$ cat src/rtl/counter_pkg.sv
// Shared definitions for the up/down counter family: run state,
// load-value clamping and prescaler sizing.
package counter_pkg;

  typedef enum logic [0:0] {
    RUN  = 1'b0,
    HOLD = 1'b1
  } state_t;

  // Prescaler counter width: $clog2(PRESCALE), never narrower than 1 bit.
  function automatic int presc_width(input int prescale);
    return ($clog2(prescale) < 1) ? 1 : $clog2(prescale);
  endfunction

  localparam int DEFAULT_PRESCALE    = 1;
  localparam int DEFAULT_PRESC_WIDTH = presc_width(DEFAULT_PRESCALE);

  // Load values outside the count sequence saturate to the terminal count.
  function automatic int clamp_to_mod(input int value, input int modulus);
    return (value >= modulus) ? (modulus - 1) : value;
  endfunction

endpackage

$ cat src/rtl/clk_en_prescaler.sv
// Clock-enable prescaler: emits a one-cycle step every PRESCALE enabled
// clocks. Holds its phase while en is low; clr restarts the phase.
module clk_en_prescaler
  import counter_pkg::*;
#(
  parameter int PRESCALE = 1
) (
  input  logic clk,
  input  logic rst_n,
  input  logic clr,
  input  logic en,
  output logic step
);

  localparam int              PW   = presc_width(PRESCALE);
  localparam logic [PW-1:0]   LAST = PW'(PRESCALE - 1);

  logic [PW-1:0] cnt_reg;

  assign step = en && (cnt_reg == LAST);

  // Phase counter: advances on enabled clocks, wraps on the step cycle.
  always_ff @(posedge clk or negedge rst_n) begin
    if (!rst_n) begin
      cnt_reg <= '0;
    end else if (clr) begin
      cnt_reg <= '0;
    end else if (en) begin
      if (cnt_reg == LAST) begin
        cnt_reg <= '0;
      end else begin
        cnt_reg <= cnt_reg + 1'b1;
      end
    end
  end

endmodule

$ cat src/rtl/sync_up_counter.sv
// Modulo-MOD up counter with parallel load, prescaled enable and
// free-run / one-shot modes. tc and wrap allow cascading.
module sync_up_counter
  import counter_pkg::*;
#(
  parameter int WIDTH    = 4,
  parameter int MOD      = 16,
  parameter int PRESCALE = 1
) (
  input  logic             clk,
  input  logic             rst_n,
  input  logic             set,
  input  logic             en,
  input  logic             oneshot,
  input  logic             load,
  input  logic [WIDTH-1:0] d,
  output logic [WIDTH-1:0] o,
  output logic             tc,
  output logic             wrap,
  output logic             done,
  output logic             ovf
);

  // Terminal value compared explicitly so MOD < 2^WIDTH works and the
  // increment never depends on natural overflow.
  localparam logic [WIDTH-1:0] TERM = WIDTH'(MOD - 1);

  logic [WIDTH-1:0] count_reg;
  logic             wrap_reg;
  logic             done_reg;
  logic             ovf_reg;
  state_t           state_reg;
  logic             step;
  logic [WIDTH-1:0] d_clamped;

  assign d_clamped = WIDTH'(clamp_to_mod(int'(d), MOD));

  // Both set and load restart the prescale phase.
  clk_en_prescaler #(
    .PRESCALE (PRESCALE)
  ) u_prescaler (
    .clk   (clk),
    .rst_n (rst_n),
    .clr   (set | load),
    .en    (en),
    .step  (step)
  );

  assign o    = count_reg;
  assign wrap = wrap_reg;
  assign done = done_reg;
  assign ovf  = ovf_reg;
  assign tc   = (count_reg == TERM) && step && (state_reg == RUN);

  // Count/state update with priority set > load > step.
  always_ff @(posedge clk or negedge rst_n) begin
    if (!rst_n) begin
      count_reg <= '0;
      wrap_reg  <= 1'b0;
      done_reg  <= 1'b0;
      ovf_reg   <= 1'b0;
      state_reg <= RUN;
    end else if (set) begin
      count_reg <= '0;
      wrap_reg  <= 1'b0;
      done_reg  <= 1'b0;
      ovf_reg   <= 1'b0;
      state_reg <= RUN;
    end else if (load) begin
      count_reg <= d_clamped;
      wrap_reg  <= 1'b0;
      done_reg  <= 1'b0;
      state_reg <= RUN;
    end else begin
      wrap_reg <= 1'b0;
      if (state_reg == RUN && step) begin
        if (count_reg == TERM) begin
          if (oneshot) begin
            state_reg <= HOLD;
            done_reg  <= 1'b1;
          end else begin
            count_reg <= '0;
            wrap_reg  <= 1'b1;
            ovf_reg   <= 1'b1;
          end
        end else begin
          count_reg <= count_reg + 1'b1;
        end
      end
    end
  end

endmodule

$ cat config.mk
export PLATFORM = sky130hd
export DESIGN_NAME = sync_up_counter
export DESIGN_NICKNAME = d
export VERILOG_FILES = /design/src/rtl/counter_pkg.sv /design/src/rtl/clk_en_prescaler.sv /design/src/rtl/sync_up_counter.sv
export SDC_FILE = /design/constraint.sdc
export NUM_CORES = 1
export LEC_CHECK = 0
export CORE_AREA = 2 2 39 41
export DETAILED_ROUTE_END_ITERATION = 6
export DIE_AREA = 0 0 41 43
export MAX_ROUTING_LAYER = met4
export SYNTH_ARGS = -nofsm -noshare
export SYNTH_HDL_FRONTEND = slang
export SYNTH_SLANG_ARGS = --single-unit
$ cat constraint.sdc
create_clock -name clk -period 1.72 [get_ports clk]
set_input_delay 0.344 -clock clk [delete_from_list [all_inputs] [get_ports clk]]
set_output_delay 0.344 -clock clk [all_outputs]
set_load 0.05 [all_outputs]
==> impl_metrics.json, run 1 <==
{
  "status": "completed",
  "rsz0062_at_grt": "yes",
  "synth_cell_types": 19,
  "vias": 430,
  "gp_congestion": 0.798,
  "switching_share_pct": 30.6,
  "p_clk_share_pct": 33.8,
  "final_cells": 87,
  "route.detailed.drc": 0,
  "largest_reg_flops": 4,
  "cts.clk_slew.worst_paths_ps": 60,
  "insertion_delay_ps": 260,
  "area_growth_syn_to_layout_pct": 76.5,
  "drt_iter0_markers": 10,
  "critPathTopFamily": "flip-flops",
  "ys_seq_area_share_pct": 43.2,
  "dp_hpwl_um": 781,
  "clock_path_buffers": 2,
  "yosys-top-cells-area": "dfrtp_1 43%, nor4b_4 5.9%, nand2_1 4.6%",
  "netlist.top_cell.by_area": "dfrtp_1",
  "die_y_um": 43,
  "fmax_ghz": 0.590,
  "tightest_slew_ps": 346,
  "fin_crit_sh_pct": 98.6,
  "core_area_sq_um": 1380,
  "skew_ps": 7.09,
  "post-synth-top-count-cell": "dfrtp_1",
  "p_sw_uw": 140,
  "antenna_found_initial": 0,
  "ios": 18,
  "io_buffers": 17,
  "root_buffer": "clkbuf_4",
  "dieArea_sq_um": 1760,
  "cts.htree.levels": 1,
  "p_leak_uw": 0.000323,
  "path_class": "register to output port",
  "start_kind": "register",
  "avgSynthCellArea_sq_um": 9.89,
  "slew_headroom_pct": 76.9,
  "maxCapViolations": 0,
  "slowest_delay_ps": 410,
  "ys.flop_type": "dfrtp_1",
  "cpMaxStageDelayCell": "dfrtp_2",
  "post-route-util_pct": 51.7,
  "finalHoldViolations": 0,
  "dpl_cell_area_sq_um": 644,
  "cts_buffers": 3,
  "fin_tns_setup_ps": 0,
  "whs_ps": 351,
  "globalRoute.totalOverflow": 0,
  "async_flop_share_pct": 100,
  "final_max_slew_viol_count": 0,
  "cts.repair.resized": 0,
  "synth_top_area_share_pct": 43.2,
  "routed_via_density": 4.94,
  "placementRows": 14,
  "p_int_uw": 319,
  "synth_cells": 41,
  "finalSetupViolCount": 0,
  "synth_edf_count": 0,
  "drive_gt1_share_pct": 43.7,
  "grt_max_degree": 11,
  "grt_util_all_layers_pct": 14.7,
  "period_minus_slack_ps": 1700,
  "crit_chain": "ha_4 > nand3_4 > nor3b_4 > buf_12",
  "endpoint_kind": "output port",
  "syn_area_sq_um": 405,
  "postLayoutCellArea_sq_um": 716,
  "dr.pass1.iters": 4,
  "dp.cells": 77,
  "cts_tree": "yes",
  "arrival_ps": 1350,
  "powerDensity_nw_per_um2": 642,
  "seq_power_share_pct": 40.5,
  "wl_per_cell_um": 12.1,
  "start_util_pct": 29.3,
  "timing.critical_path.buf_inv": 1,
  "yosysWarnings": 0,
  "die_width_um": 41,
  "synth_commonest_cells": "7 x dfrtp_1, 5 x nand2_1, 4 x inv_1",
  "ir_drop_uv": 266,
  "grt_pass1_wl_um": 1600,
  "crit_required_ps": 1380,
  "min_path_type": "input pin to async pin",
  "grt_pass1_vias": 380,
  "synth-seq-cells": 7,
  "n_antenna_cell": 0,
  "cp_max_fo": 4,
  "cts.sinks": 7,
  "drtAntennaViolNets": 0,
  "nets": 83,
  "routed_wl_um": 1050,
  "syn_nets": 52,
  "comb_power_share_pct": 25.6
}
## power by group through the flow
stage | Combinational (uW) | Clock (uW) | Sequential, uW
after floorplan | 32.6 | 0 | 213
after global placement | 109 | 0 | 191
after detailed placement | 109 | 0 | 191
after CTS | 110 | 157 | 188
after global routing | 128 | 166 | 187
final | 118 | 155 | 186
## layout make-up
cell class	count	area (sq um)
clock buffers	4	26.3
fillers	125	668
inverters	4	15.0
multi-input cells	29	236
flip-flops and latches	7	180
well taps	16	20.0
repair buffers	27	238
## cell families (layout without fill, tap and decap cells)
family	Yosys count	after routing	share of synthesized area [%]
adder cells (fa/ha/maj)	1	1	3.09
AND/OR/NAND/NOR	17	17	28.7
flip-flops	7	7	43.2
buffers and inverters	5	35	4.94
AO/OA/AOI/OAI	11	11	20.1
## layout by cell type, fill, tap and decap left out
cell,synthesis,final
buf_4,0,17
clkdlybuf4s50_1,0,9
nand2_1,5,5
inv_1,4,4
dfrtp_2,0,4
a21oi_1,3,3
nor3_1,3,3
nor2b_1,3,3
clkbuf_4,0,3
dfrtp_1,7,3
nand4_1,2,2
a31oi_1,2,2
a221oi_1,2,2
nand3_4,0,1
nor3b_4,0,1
nor4b_4,1,1
nand3_1,1,1
a41o_2,1,1
o32ai_1,1,1
a21o_2,1,1
a21o_1,1,1
ha_4,0,1
clkbuf_1,0,1
buf_12,0,1
## stage by stage
| stage | setup WS (ps) | total power (uW) |
|---|---|---|
| floorplan | -159 | 245 |
| global placement | 65.6 | 300 |
| detailed placement | 25.6 | 300 |
| CTS | 2.22 | 455 |
| global route | -23.8 | 481 |
| finish | 24.3 | 459 |
## repair_timing
action / in CTS / in global routing
pin swaps: 1 / 2
hold buffers: 0 / 0
gates cloned: 0 / 0
setup buffers: 1 / 5
endpoints found under the setup margin: 1 / 1
## routing by layer
metal	GRT usage (%)	share of wire, %	up-vias	wire length, um
met5	-	0	-	0
met4	14.0	4.1	0	43
met3	3.14	8.0	5	84
met2	19.1	44	18	468
met1	17.7	43	196	458
li1	-	-	211	-
## worst paths after layout
check,start,slack (ps),cells after the start,endpoint
worst max-delay path,o[0],20,4,tc
worst min-delay path,rst_n,350,1,o[0]
worst max register to register,o[0],190,7,ovf
worst min register to register,ovf,480,1,ovf
max in group asynchronous,rst_n,1090,1,o[2]
min in group clk,ovf,480,1,ovf
No activity file was read; power rests on OpenSTA's default activity.
==> run 2, diff against run 1 <==
--- a/config.mk
+++ b/config.mk
@@ -8,6 +8,7 @@
 export CORE_AREA = 2 2 39 41
 export DETAILED_ROUTE_END_ITERATION = 6
 export DIE_AREA = 0 0 41 43
+export GPL_TIMING_DRIVEN = 0
 export MAX_ROUTING_LAYER = met4
 export SYNTH_ARGS = -nofsm -noshare
 export SYNTH_HDL_FRONTEND = slang
==> run 2 against run 1 <==
Clock skew shrank 0.87 ps. Worst hold slack lost 7.2 ps. Sequential cell count is the same. Core utilization shrank 1.8 points. Largest power group unchanged. Register-to-register slack gained 40 ps. Critical endpoint unchanged. Combinational power shrank 7%. Count of clock-buffer cells in the layout is the same.
==> impl_metrics.json, run 2 (same netlist as run 1, synthesis figures left out) <==
{
  "status": "completed",
  "layout_common_cells": "9 x clkdlybuf4s50_1, 7 x dlygate4sd2_1, 6 x buf_4",
  "cts.clk_slew.worst_paths_ps": 50,
  "final_max_slew_viol_count": 0,
  "routed_via_density": 5.05,
  "insertion_delay_ps": 260,
  "vias": 424,
  "die_y_um": 43,
  "cts.sinks": 7,
  "finalSetupViolCount": 0,
  "io_buffers": 17,
  "root_buffer": "clkbuf_4",
  "dpl_cell_area_sq_um": 627,
  "whs_ps": 344,
  "clock_path_buffers": 2,
  "holdBufCountCts": 0,
  "grt_util_all_layers_pct": 14.9,
  "grt_pass1_vias": 344,
  "route.detailed.drc": 0,
  "path_class": "register to output port",
  "seq_power_share_pct": 41.4,
  "r2r_cells": 6,
  "arrival_ps": 1350,
  "dr.pass1.iters": 4,
  "powerDensity_nw_per_um2": 652,
  "largest_reg_flops": 4,
  "rsz0062_at_grt": "yes",
  "p_clk_share_pct": 34.2,
  "gp_congestion": 0.787,
  "grt_pass1_wl_um": 1560,
  "finalHoldViolations": 0,
  "cts.htree.levels": 1,
  "wl_per_cell_um": 12.2,
  "maxCapViolations": 0,
  "slew_headroom_pct": 67.7,
  "drive_gt1_share_pct": 30.9,
  "start_util_pct": 29.3,
  "comb_power_share_pct": 24.5,
  "globalRoute.totalOverflow": 0,
  "postLayoutCellArea_sq_um": 691,
  "ios": 18,
  "drt_iter0_markers": 5,
  "period_minus_slack_ps": 1700,
  "rr_endpoint": "o[3]",
  "rrSetupSlack_ps": 230,
  "p_sw_uw": 137,
  "p_leak_uw": 0.000321,
  "dp_hpwl_um": 726,
  "drtAntennaViolNets": 0,
  "cp_max_fo": 4,
  "min_path_type": "input pin to async pin",
  "area_growth_syn_to_layout_pct": 70.4,
  "power_uw": 450,
  "skew_ps": 6.22,
  "dieArea_sq_um": 1760,
  "routed_wl_um": 1020,
  "p_int_uw": 313,
  "n_antenna_cell": 0,
  "crit_required_ps": 1380,
  "cts_tree": "yes",
  "nets": 80,
  "grt_max_degree": 11,
  "post-route-util_pct": 49.9,
  "cts_buffers": 3,
  "tightest_slew_ps": 486,
  "endpoint_kind": "output port",
  "start_kind": "register",
  "placementRows": 14,
  "switching_share_pct": 30.5,
  "layout_commonest_cell": "clkdlybuf4s50_1",
  "die_width_um": 41,
  "ir_drop_uv": 423,
  "fin_crit_sh_pct": 98.7,
  "nFillCells": 138,
  "antenna_found_initial": 0,
  "timing.rr.start": "o[0]",
  "core_area_sq_um": 1380,
  "fmax_ghz": 0.589
}
==> run 2: changes by cell type in the layout (fill, tap and decap cells not counted), sizes merged <==
cell,before,now
dlygate4sd2,0,7
buf,18,8
==> run 2: what timing repair did <==
action                     4_1_cts  5_1_grt
cloned                           0        0
setup endpoints to repair        8        2
setup buffers                    0        6
resized for setup               14        0
pin swaps                        1        2
==> run 2: worst max path at each step <==
stage	cells after the start	start	slack [ps]	end
after global routing	4	o[0]	-60	tc
after floorplan	5	o[0]	-160	ovf
final	4	o[0]	20	tc
after detailed placement	3	en	-490	tc
after global placement	3	en	-490	tc
after CTS	4	o[0]	-3	tc
==> run 2: power groups by stage <==
stage / sequential, uW / combinational (uW) / clock, uW
after floorplan: 213 / 32.6 / 0
after global placement: 190 / 105 / 0
after detailed placement: 190 / 106 / 0
after CTS: 187 / 101 / 159
after global routing: 187 / 120 / 177
final: 186 / 110 / 154
==> run 2: per-layer routing <==
layer / global-route usage, % / up-vias / wire length (um)
met3: 6.81 / 4 / 78
met2: 17.8 / 19 / 444
li1: - / 211 / -
met4: 14.0 / 0 / 45
met1: 17.4 / 190 / 455
met5: - / - / 0
==> run 2: layout make-up <==
cell class	count	area, sq um	area share, %
plain buffers	1	5.00	0.725
well taps	16	20.0	2.90
multi-input cells	29	236	34.2
inverters	4	15.0	2.17
clock buffers	4	26.3	3.80
flip-flops and latches	7	180	26.1
repair buffers	23	208	30.1
==> run 2: critical path: stages, from the launching register on <==
cell and delay [ps]:
dfrtp_2 410, ha_4 160, nand3_4 90, nor3b_4 250, buf_6 190
==> run 2: through the flow <==
step	std cells	setup TNS, ps	worst slack [ps]
after detailed placement	74	-691	-489
after CTS	78	-2.93	-2.93
final	84	0	21.8
after global placement	74	-646	-488
after global routing	84	-64.9	-64.9
after floorplan	41	-317	-159
